**src/rtl/parity_pkg.sv**
```systemverilog
// Shared types, line levels and the parity helper for the parity serial transmitter.
package parity_pkg;

   // Widest data word the transmitter supports; parity helper operates at this width.
   localparam int unsigned MAX_DATA_W = 16;

   typedef enum logic [2:0] {
      IDLE   = 3'd0,
      START  = 3'd1,
      DATA   = 3'd2,
      PARITY = 3'd3,
      STOP   = 3'd4
   } tx_state_e;

   localparam logic START_BIT  = 1'b0;
   localparam logic STOP_BIT   = 1'b1;
   localparam logic IDLE_LEVEL = 1'b1;

   // Even parity is the XOR of all bits; odd parity inverts it. Zero-extension is harmless.
   function automatic logic calc_parity(input logic [MAX_DATA_W-1:0] data, input logic odd);
      return (^data) ^ odd;
   endfunction

endpackage

```
**src/rtl/parity_calc.sv**
```systemverilog
// Combinational parity generator.
//   data_i   : word whose parity is computed
//   parity_o : ^data_i, inverted when PARITY_ODD is set
module parity_calc
   import parity_pkg::*;
#(
   parameter int unsigned DATA_W     = 4,
   parameter int unsigned PARITY_ODD = 0
) (
   input  logic [DATA_W-1:0] data_i,
   output logic              parity_o
);

   localparam logic ODD = (PARITY_ODD != 0);

   assign parity_o = calc_parity(MAX_DATA_W'(data_i), ODD);

endmodule

```
**src/rtl/parity_serial_tx.sv**
```systemverilog
// Parity serial transmitter: accepts a word on a valid/ready handshake and sends
// start(0), data LSB first, parity, stop(1), each bit held for BAUD_DIV clocks.
//   clk, rst   : clock, asynchronous active-high reset
//   in_data    : word to send, sampled only on the accept edge
//   in_valid   : producer has a word
//   in_ready   : combinational, high exactly in IDLE
//   tx_out     : registered serial line, idles high
//   busy       : registered, high for the whole frame
//   frame_done : registered one-cycle pulse in the first IDLE cycle after a frame
module parity_serial_tx
   import parity_pkg::*;
#(
   parameter int unsigned DATA_W     = 4,
   parameter int unsigned BAUD_DIV   = 4,
   parameter int unsigned PARITY_ODD = 0
) (
   input  logic              clk,
   input  logic              rst,
   input  logic [DATA_W-1:0] in_data,
   input  logic              in_valid,
   output logic              in_ready,
   output logic              tx_out,
   output logic              busy,
   output logic              frame_done
);

   localparam int unsigned BAUD_W = (BAUD_DIV > 1) ? $clog2(BAUD_DIV) : 1;
   localparam int unsigned BIT_W  = (DATA_W > 1) ? $clog2(DATA_W) : 1;
   localparam logic [BAUD_W-1:0] BAUD_LAST = BAUD_W'(BAUD_DIV - 1);
   localparam logic [BIT_W-1:0]  BIT_LAST  = BIT_W'(DATA_W - 1);

   tx_state_e         state_q, state_d;
   logic [BAUD_W-1:0] baud_q, baud_d;
   logic [BIT_W-1:0]  bit_q, bit_d;
   logic [DATA_W-1:0] shift_q, shift_d;
   logic              par_q, par_d;
   logic              tx_q, tx_d;
   logic              busy_q, busy_d;
   logic              done_q, done_d;
   logic              par_c;
   logic              baud_wrap;

   // Parity of the word on the input bus; only latched on the accept edge.
   parity_calc #(
      .DATA_W     (DATA_W),
      .PARITY_ODD (PARITY_ODD)
   ) u_parity_calc (
      .data_i   (in_data),
      .parity_o (par_c)
   );

   assign baud_wrap = (baud_q == BAUD_LAST);

   // State register
   always_ff @(posedge clk or posedge rst) begin
      if (rst) begin
         state_q <= IDLE;
         baud_q  <= '0;
         bit_q   <= '0;
         shift_q <= '0;
         par_q   <= 1'b0;
         tx_q    <= IDLE_LEVEL;
         busy_q  <= 1'b0;
         done_q  <= 1'b0;
      end else begin
         state_q <= state_d;
         baud_q  <= baud_d;
         bit_q   <= bit_d;
         shift_q <= shift_d;
         par_q   <= par_d;
         tx_q    <= tx_d;
         busy_q  <= busy_d;
         done_q  <= done_d;
      end
   end

   // Next-state and registered-output logic
   always_comb begin
      state_d = state_q;
      baud_d  = baud_q;
      bit_d   = bit_q;
      shift_d = shift_q;
      par_d   = par_q;
      tx_d    = tx_q;
      busy_d  = busy_q;
      done_d  = 1'b0;

      // Every non-idle state times its bit with the same baud counter.
      if (state_q != IDLE) begin
         baud_d = baud_wrap ? '0 : baud_q + BAUD_W'(1);
      end

      case (state_q)
         IDLE: begin
            if (in_valid) begin
               shift_d = in_data;
               par_d   = par_c;
               state_d = START;
               tx_d    = START_BIT;
               busy_d  = 1'b1;
               baud_d  = '0;
               bit_d   = '0;
            end
         end
         START: begin
            if (baud_wrap) begin
               state_d = DATA;
               tx_d    = shift_q[0];
               bit_d   = '0;
            end
         end
         DATA: begin
            if (baud_wrap) begin
               if (bit_q == BIT_LAST) begin
                  state_d = PARITY;
                  tx_d    = par_q;
               end else begin
                  shift_d = shift_q >> 1;
                  bit_d   = bit_q + BIT_W'(1);
                  tx_d    = shift_d[0];
               end
            end
         end
         PARITY: begin
            if (baud_wrap) begin
               state_d = STOP;
               tx_d    = STOP_BIT;
            end
         end
         STOP: begin
            if (baud_wrap) begin
               state_d = IDLE;
               tx_d    = IDLE_LEVEL;
               busy_d  = 1'b0;
               done_d  = 1'b1;
            end
         end
         default: begin
            state_d = IDLE;
            tx_d    = IDLE_LEVEL;
            busy_d  = 1'b0;
         end
      endcase
   end

   assign in_ready   = (state_q == IDLE);
   assign tx_out     = tx_q;
   assign busy       = busy_q;
   assign frame_done = done_q;

endmodule

```
**config.mk**
```make
export PLATFORM = sky130hd
export DESIGN_NAME = parity_serial_tx
export DESIGN_NICKNAME = d
export VERILOG_FILES = /design/src/rtl/parity_pkg.sv /design/src/rtl/parity_calc.sv /design/src/rtl/parity_serial_tx.sv
export SDC_FILE = /design/constraint.sdc
export NUM_CORES = 1
export LEC_CHECK = 0
export ABC_CLOCK_PERIOD_IN_PS = 4600
export BUFFER_PORTS_ARGS = -buffer_cell sky130_fd_sc_hd__buf_2
export CAP_MARGIN = 20
export CORE_MARGIN = 10
export CORE_UTILIZATION = 59
export CTS_CLUSTER_DIAMETER = 200
export DETAILED_ROUTE_END_ITERATION = 8
export PLACE_DENSITY = 0.88
export SLEW_MARGIN = 15
export SYNTH_ARGS = -nofsm -noshare
export SYNTH_HDL_FRONTEND = slang
export SYNTH_SLANG_ARGS = --single-unit
export TNS_END_PERCENT = 1
```
**constraint.sdc**
```tcl
create_clock -name clk -period 4.6 [get_ports clk]
set_input_delay 0.69 -clock clk [delete_from_list [all_inputs] [get_ports clk]]
set_output_delay 0.69 -clock clk [all_outputs]
set_load 0.03 [all_outputs]
```
=== Word level (Yosys, flattened, before mapping) ===
Index checks and enable logic that the tools add are counted.

* Output and inout port bits: 4
* Logic and storage cells: 69
* Flip-flop bits (word level): 15

* Add/sub/neg operators: 2
* Bitwise logic cells: 1
* Equal/unequal tests: 14
* Reduce and logical (&&, ||, !) cells: 13
* Mux-type cells: 31

{| class="wikitable"
|+ Operators with widths
! kind !! number
|-
| $mux W3 || 6
|-
| $mux W2 || 8
|-
| $reduce_xor A16 Y1 || 1
|-
| $pmux W3 S5 || 1
|-
| $ne A2 B2 Y1 const B || 7
|-
| $mux W4 || 3
|-
| $mux W1 || 9
|-
| $pmux W4 S2 || 1
|-
| $reduce_and A4 Y1 || 2
|-
| $eq A3 B2 Y1 const B || 2
|-
| $pmux W2 S3 || 1
|-
| $reduce_and A6 Y1 || 1
|-
| $reduce_bool A3 Y1 || 2
|-
| $reduce_and A5 Y1 || 1
|-
| $add A2 B1 Y2 const B || 2
|-
| $eq A2 B2 Y1 const B || 2
|-
| $pmux W1 S4 || 1
|-
| $eq A3 B1 Y1 const B || 1
|-
| $eq A3 B3 Y1 const B || 1
|-
| $logic_not A3 Y1 || 1
|-
| $pmux W1 S3 || 1
|-
| $reduce_and A3 Y1 || 1
|-
| $reduce_or A3 Y1 || 1
|-
| $ne A2 B1 Y1 const B || 1
|-
| 4 further kinds || 4
|}

=== Longest topological paths before layout ===
Gate-level depths: netlist (run 1).

* Depth in word-level cells: 5
* Gate-level depth with buffers: 5

=== Modules after synthesis ===
A second synthesis (run 1) with hierarchy kept.

* Cells, all modules: 78
* Area total of the unflattened synthesis: 875.8 sq um

{| class="wikitable"
|+ Modules (own cells, without submodules)
! module !! instances !! area each (sq um) !! cells each !! seq. area each (sq um)
|-
| parity_serial_tx || 1 || 849.6 || 75 || 376.6
|-
| parity_calc || 1 || 26.3 || 3 || 0.0
|}

=== Least setup slack after synthesis (run 1) ===
Ideal clock, no wire load.

* Path kind: register -> output
* From: reg state_q[2]
* To: out in_ready
* Path slack: 2451 ps
* Required time: 3910 ps
* Arrival time: 1459 ps
* Stages on the path, launching flop included: 3
* Cell sequence: dfrtp_1 -> buf_4 -> nor3_1

* Word-level cells in the longest chain between the ends: 1

{| class="wikitable"
|+ RTL lines
! item !! RTL line !! text
|-
| start: declaration || parity_serial_tx.sv:32 || <nowiki>tx_state_e state_q, state_d;</nowiki>
|-
| start signal: assignment || parity_serial_tx.sv:66 || <nowiki>state_q <= state_d;</nowiki>
|-
| $logic_not A3 Y1 || parity_serial_tx.sv:146 || <nowiki>assign in_ready = (state_q == IDLE);</nowiki>
|-
| end: declaration || parity_serial_tx.sv:21 || <nowiki>output logic in_ready,</nowiki>
|}

Every way passes these cells.

=== Worst setup path in the final report (run 1) ===
Ends and elaborated chain as after synthesis.

==> results.md, run 1 <==
- In the global route stage, met1 resource usage came out at 0.0954.
- The total congestion overflow is 0.
- The flow ran to the end, and the final reports show no timing, DRC or antenna violations.
- The number of port buffers is 10.
- The number of violations of the max-capacitance limit is 0.
- The clock root buffer master is sky130_fd_sc_hd__clkbuf_4.
- The power density of the placed cells is 658 nW/um^2.
- The initial antenna violation count is 0.
- The top cell types in the final layout, fill and taps aside, are sky130_fd_sc_hd__dfrtp_1 (14), sky130_fd_sc_hd__buf_2 (10), sky130_fd_sc_hd__nor2_1 (9), sky130_fd_sc_hd__o21ai_0 (6), sky130_fd_sc_hd__a21oi_1 (6).
- The number of buffers inserted during clock tree synthesis is 3.
- The data arrival time of the critical path is 1.58 ns.
- The global placement routability congestion is 0.770.
- The post-placement worst setup slack is 2.66 ns.
- In the final layout, the multi-input gates occupy 425 um^2.
- Counting I/O delays and the setup requirement, the final critical path takes 2.27 ns.
- The I/O pin total is 11.
- The remaining design rule violation count is 0.
- The kind of critical path is flop to output port.
- The path type of the worst min-delay path is input pin to asynchronous set/reset pin.
- Setup violations remaining at the end of the flow were counted as 0.
- Clock-pin slew was measured on the worst setup and hold paths at 0.09 ns.
- Between clock sinks in the finished design, the worst skew comes to 0.0119 ns.
- The via count of the first global-routing pass is 597.
- The iteration count of the initial detailed-routing pass is 4.
- STA classifies the critical path endpoint as an output port.
- After detailed placement, the total cell area comes to 890 um^2.
- The fill cell instance count of the final layout is 110.
- The most common cell after layout, fill and taps aside is sky130_fd_sc_hd__dfrtp_1.
- The sum of negative setup slack is 0 ns.
- Setup repair after global routing left no endpoint under its margin.
- The number of hold violations in the final report is 0.
- Wires add up to 1.47 mm.
- The first global-routing pass estimated 2.50 mm of wire.
- The achievable frequency is 441 MHz.
- During synthesis, Yosys emitted a total of 0 warnings.
- The cts-stage hold buffer count is 0.
- Using the TritonRoute via totals, the vias-per-cell ratio works out to 5.69.
- The maximum count of clock buffers along a single path is 2.
- The post-CTS setup repair buffer count is 0.
- At the end of the flow the core is filled with cells to 0.687.
- The library cell with the largest summed area after synthesis is sky130_fd_sc_hd__dfrtp_1.
- Hold is met by 0.435 ns.
- Clock tree synthesis found a total of 15 sinks.
- Setup slack closes at 2.33 ns.
- In the synthesized netlist, the number of instances is 83.
- Compared with the post-synthesis result, the final layout area differs by 8.12%.
- Across the VDD grid, the largest voltage drop is 0.000397 V.
- The number of cells after detailed placement is 105.
- Post-CTS repair changed the size of 0 cells.
- The required time of the critical path is 3.91 ns.
- The number of distinct library cell variants in the gate-level netlist after synthesis is 29.
- The later pin in the worst-skew pair is clocked with a latency of 0.28 ns.
- The die is 57.9 um wide.
- The floorplan step set the die height to 57.9 um.
- After global routing, the most crowded layer is met2.
- The transition at the pin with the smallest max-transition slack is 0.553 ns.
- The largest fanout on the critical path is 12.
- The cell leakage power is 0.442 nW.
- After legalization and detailed placement, the total HPWL measured 1.13 mm.
- Summing over every cut layer, the via total after detailed routing is 620.
- For this configuration, the core starts out at a cell density of 0.635.
- The detailed router finished its first iteration with 24 violations.
- The share of the Yosys chip area taken by registers is 0.445.
- Counting flops and latches in the post-synthesis netlist gives 15.
- Of the cells placed in the final design, the portion with a size suffix greater than 1 is 0.213.
- In the post-synthesis netlist, the biggest area contributors are sky130_fd_sc_hd__dfrtp_1 (41%), sky130_fd_sc_hd__mux2i_1 (5.9%), sky130_fd_sc_hd__ha_1 (4.4%), sky130_fd_sc_hd__nor2_1 (4.0%), sky130_fd_sc_hd__a21oi_1 (3.5%).
- Summing internal, switching and leakage power gives 0.603 mW.
- The proportion of netlist area held by the largest area contributor is 0.414.
- The worst max-slew margin expressed relative to the limit is 0.631.
- For this run, the post-layout net count is 105.
- The synthesized cell area is 847 um^2.
- The finished cells cover 916 um^2.
- Entering global routing, the biggest net connects 16 pins.
- Excluding fillers, the count of instances in the completed layout stands at 109.
- TritonCTS built the clock tree.
- The number of standard-cell rows in the floorplan is 13.
- The met2 layer usage reported by global route is 0.156.
- The detail route stage leaves a number of antenna-violating nets equal to 0.
- The global-route track usage on met3 is 0.0523.
- After floorplanning, the core was sized to cover 1330 um^2.
- The total nets after synthesis is 93.
- STA classifies the critical path startpoint as a flop.
- Averaged over all synthesized cells, the footprint is 10.2 um^2.
- The post-route fraction of the period consumed by the critical path is 0.493.
- In the global route stage, overall resource usage came out at 0.0930.
- Summing all flip-flop and latch instances after layout gives 377 um^2.
- The detailed-route wire length per cell is 13.4 um.
- The final number of max-transition violations is 0.
- CTS built an H-tree with a depth of 1.
- The number of diodes is 0.
- The count of cells along the worst register-to-register path is 5.
- The die covers 3350 um^2.
-- cell families after synthesis --
logic type / Yosys count / share of synthesized area
AOI/OAI and AO/OA: 20 / 0.158
adders and majority gates: 3 / 0.0443
buffers and inverters: 8 / 0.0532
DFF: 15 / 0.445
xor gates and xnor gates: 4 / 0.0414
muxes: 7 / 0.0945
and+or+nand+nor: 26 / 0.164
-- sequential cells by signal, summed over array words and instances (netlist names) --
register    flops
par_q           1
tx_out          1
shift_q         4
state_q         3
frame_done      1
busy            1
baud_q          2
bit_q           2
-- path summary, 6_finish.rpt --
| check | startpoint | slack (ns) | endpoint |
|---|---|---|---|
| worst max-delay path | state_q[2] | 2.33 | in_ready |
| worst min-delay path | rst | 0.44 | par_q |
| worst max register to register | baud_q[0] | 3.03 | tx_out |
| worst min register to register | baud_q[0] | 0.52 | baud_q[0] |
| max in group asynchronous | rst | 3.79 | baud_q[1] |
| min in group clk | baud_q[0] | 0.52 | baud_q[0] |
-- cell usage after synthesis, drive strengths merged --
| master | number |
|---|---|
| and3 | 1 |
| o31ai | 2 |
| nand3b | 3 |
| nor2 | 10 |
| mux2i | 5 |
| xnor2 | 3 |
| nand3 | 1 |
| buf | 3 |
| dfstp | 1 |
| dfrtp | 14 |
| a32o | 1 |
| a21boi | 1 |
| nand2b | 2 |
| nor2b | 1 |
| o21ai | 8 |
| inv | 5 |
| nand2 | 5 |
| mux2 | 2 |
| a21oi | 6 |
| ha | 3 |
| nor3 | 3 |
| a22o | 1 |
| xor2 | 1 |
| o21a | 1 |
-- area by class of cell --
type,instances,share of cell area
Clock buffer,4,0.0287
Inverter,5,0.0205
Multi-Input combinational cell,60,0.464
Sequential cell,15,0.411
Tap cell,15,0.0205
Timing Repair Buffer,10,0.0546
-- critical path, stage by stage (launching register included) --
cell                      delay, ns
sky130_fd_sc_hd__dfrtp_1       0.52
sky130_fd_sc_hd__nor3_1        0.48
sky130_fd_sc_hd__buf_2         0.29
-- power breakdown --
group / leakage, nW / switching, mW / internal [mW] / total [mW]
registers: 0.180 / 0.0598 / 0.189 / 0.248
clock network: 0.0150 / 0.0389 / 0.0337 / 0.0726
logic: 0.247 / 0.155 / 0.127 / 0.282
-- per-layer routing --
metal / vias up / part of all wire
li1: 311 / -
met1: 288 / 0.44
met2: 17 / 0.47
met3: 4 / 0.072
met4: 0 / 0.017
met5: - / 0
No activity file was read; power rests on OpenSTA's default activity.
==> run 2, diff against run 1 <==
Settings changed: ABC_AREA set to 1, ABC_CLOCK_PERIOD_IN_PS 4600 to 1850, CORE_ASPECT_RATIO set to 0.75, CORE_UTILIZATION 59 to 51, PLACE_DENSITY 0.88 to 0.81.
Clock period 4.6 ns to 1.85 ns, I/O delays scaled along.
==> run 2 against run 1 <==
Net effect: cell area rose by 15%; register-to-register slack worse by 2.7 ns; critical path depth grew 2; sequential share of layout area fell by 5.5 points.
==> results.md, run 2 <==
- The clock insertion delay at the later pin of the skew report is 0.29 ns.
- The area added between synthesis and finish is 8.48%.
- Summed over all layers, the routed wires come to 1.93 mm.
- The die covers 4070 um^2.
- The minimum setup slack among reg-to-reg paths is 0.33 ns.
- The remaining design rule violation count is 0.
- The layout net count is 147.
- The total nets after synthesis is 134.
- Detailed placement ended at an HPWL of 1.55 mm.
- The number of port buffers is 10.
- For this design the ratio of total power to cell area is 1850 nW/um^2.
- Setup repair after global routing left no endpoint under its margin.
- The number of H-tree levels is 1.
- In the layout the commonest cells are sky130_fd_sc_hd__nand2_1 (35), sky130_fd_sc_hd__inv_1 (16), sky130_fd_sc_hd__dfrtp_1 (14), sky130_fd_sc_hd__o21ai_0 (11), sky130_fd_sc_hd__buf_2 (10).
- STA classifies the critical path endpoint as an output port.
- After synthesis the cells add up to 973 um^2.
- VDD sags by at most 0.00131 V.
- In the final layout, the registers with the most flip-flops are shift_q: 4 flops, state_q: 3 flops.
- The library cell used most frequently in the layout, excluding fill and tap cells, is sky130_fd_sc_hd__nand2_1.
- The data arrival time of the critical path is 1.39 ns.
- The largest fanout on the critical path is 9.
- The flow ran to the end, and the final reports show no timing, DRC or antenna violations.
- The count of nets left with antenna violations after detail routing is 0.
- Counting flops and latches in the post-synthesis netlist gives 15.
- The analysis attributes to cell leakage a power of 0.581 nW.
- The global placement routability congestion is 0.907.
- Clock tree synthesis found a total of 15 sinks.
- The number of diodes is 0.
- The worst setup path is launched from a flop.
- Yosys printed 0 warnings.
- The first routing iteration left 25 violations.
- The transition at the pin with the smallest max-transition slack is 0.566 ns.
- The async set-or-reset flop fraction in the synthesized netlist is 1.00.
- For this run, the detailed router's first-pass iteration total came to 4.
- In the post-synthesis netlist, the biggest area contributors are sky130_fd_sc_hd__dfrtp_1 (36%), sky130_fd_sc_hd__nand2_1 (13%), sky130_fd_sc_hd__inv_1 (6.2%), sky130_fd_sc_hd__o21ai_0 (5.7%), sky130_fd_sc_hd__nand3_1 (4.6%).
- Buffers added to address setup during post-CTS repair amount to 0.
- Among all flip-flop cells after synthesis, the most frequent one is sky130_fd_sc_hd__dfrtp_1.
- The initial core utilization is 0.549.
- Entering global routing, the biggest net connects 16 pins.
- The first global-routing pass estimated 3.40 mm of wire.
- In this run the clock root is driven by a sky130_fd_sc_hd__clkbuf_4.
- The path type of the worst min-delay path is input pin to asynchronous set/reset pin.
- The overall die width is 70.4 um.
- The number of hold violations in the final report is 0.
- Of the available clock period, the critical path in the final layout requires 0.904.
- The die extent in y is 57.8 um.
- The number of instances in the synthesized netlist is 124.
- The number of different library cells used by synthesis comes to 24.
- Hold repair after CTS inserted 0 buffers.
- Counting cells, the worst reg-to-reg path comes to 7.
- The area after detailed placement is 1030 um^2.
- The source of the worst register-to-register timing path is state_q[1].
- The minimum clock period after layout is 1.67 ns.
- The initial antenna violation count was 0.
- The number of flip-flops in the largest register is 4.
- The share of post-route cells with drive strength above 1 is 0.235.
- After clock tree synthesis, the clock-pin slew on the worst setup and hold paths is 0.10 ns.
- In this run the deepest clock path goes through 2 buffers.
- The via count of the first global-routing pass was 816.
- In the post-route analysis, the smallest setup slack over all paths is 0.178 ns.
- The final worst clock skew is 0.0114 ns.
- Adding up every negative setup slack in the final design gives 0 ns.
- The worst register-to-register path ends at state_q[0].
- The number of violations of the max-capacitance limit is 0.
- The commonest cells after synthesis are sky130_fd_sc_hd__nand2_1 (35), sky130_fd_sc_hd__inv_1 (16), sky130_fd_sc_hd__dfrtp_1 (14).
- The post-route cell area is 1060 um^2.
- In the global route stage, overall resource usage came out at 0.0989.
- The library cell with the largest summed area after synthesis is sky130_fd_sc_hd__dfrtp_1.
- The register with the most flip-flops is shift_q.
- TritonCTS built the clock tree.
- The final number of max-transition violations is 0.
- Across all layers, the routed design uses 829 vias.
- The number of buffers inserted during clock tree synthesis is 3.
- Of the synthesized area, sequential elements account for 0.387.
- The area of the core is 1770 um^2.
- The number of gates given a new drive strength after cts is 0.
- At the worst endpoint, the required time is 1.57 ns.
- Timing analysis after detailed placement gives a worst setup slack of 0.352 ns.
- Measured against its own limit, the worst slew margin works out to 0.622.
- After detailed routing, the average wire length per cell comes to 12.2 um.
- In this run the core area contains 13 standard-cell rows.
- Among all cell types in the netlist, the one instantiated most often is sky130_fd_sc_hd__nand2_1.
- The fill cell instance count of the final layout is 143.
- The kind of critical path is flop to output port.
- The I/O pin total is 11.
- The number of enable flip-flop cells after synthesis is 0.
- The vias per cell is 5.25.
- Setup violations remaining at the end of the flow were counted as 0.
- The proportion of netlist area held by the largest area contributor is 0.360.
- The achievable frequency is 598 MHz.
- The average cell area after synthesis is 7.85 um^2.
- The total congestion overflow is 0.
## run 2: routing by layer
metal	up-vias	wire length, um	GRT usage	part of all wire
met2	17	865	0.168	0.45
met5	-	0	0	0
met3	2	88	0.0425	0.046
li1	419	-	-	-
met4	0	12	0.00843	0.0062
met1	391	963	0.118	0.50
## run 2: kinds of logic after synthesis
group | count (synthesis) | synth area share
compound gates | 15 | 0.0861
xor+xnor | 3 | 0.0270
fa+ha+maj | 3 | 0.0386
buf+inv | 20 | 0.0925
flops | 15 | 0.387
simple gates | 68 | 0.369
## run 2: worst max-delay path by stage
stage                  to  depth (start not counted)        from
2_1_floorplan  shift_q[3]                          8  state_q[0]
5_1_grt          in_ready                          4  state_q[0]
6_report         in_ready                          4  state_q[0]
3_3_place_gp   state_q[0]                          7  state_q[1]
3_5_place_dp   state_q[0]                          7  state_q[1]
4_1_cts          in_ready                          4  state_q[0]
## run 2: cell type report
type,count,area [um^2],area share
timing repair buffer,10,50.0,0.0474
sequential,15,377,0.357
inverter,18,67.6,0.0640
clock buffer,3,22.5,0.0213
multi-input combinational,89,507,0.480
clock inverter,1,5.00,0.00474
tap,22,27.5,0.0261
## run 2: worst max-delay path, cell delays in order (launching register included)
cell and delay (ns):
sky130_fd_sc_hd__dfrtp_1 0.51, sky130_fd_sc_hd__inv_1 0.15, sky130_fd_sc_hd__nand2_4 0.07, sky130_fd_sc_hd__nor2_4 0.14, sky130_fd_sc_hd__buf_2 0.22
## run 2: metrics by stage
step,power (mW),hold slack (ns),utilization,instances
after floorplan,1.57,0.178,-,124
after global placement,1.73,0.353,0.580,154
after detailed placement,1.77,0.366,0.580,154
after CTS,1.97,0.0495,0.596,158
after global routing,2.15,0.0658,0.596,158
final,1.96,0.0207,0.596,158
## run 2: power by group
part,internal (mW),total [mW],switching [mW]
Clock,0.0804,0.189,0.109
Combinational,0.385,1.15,0.766
Sequential,0.474,0.617,0.143
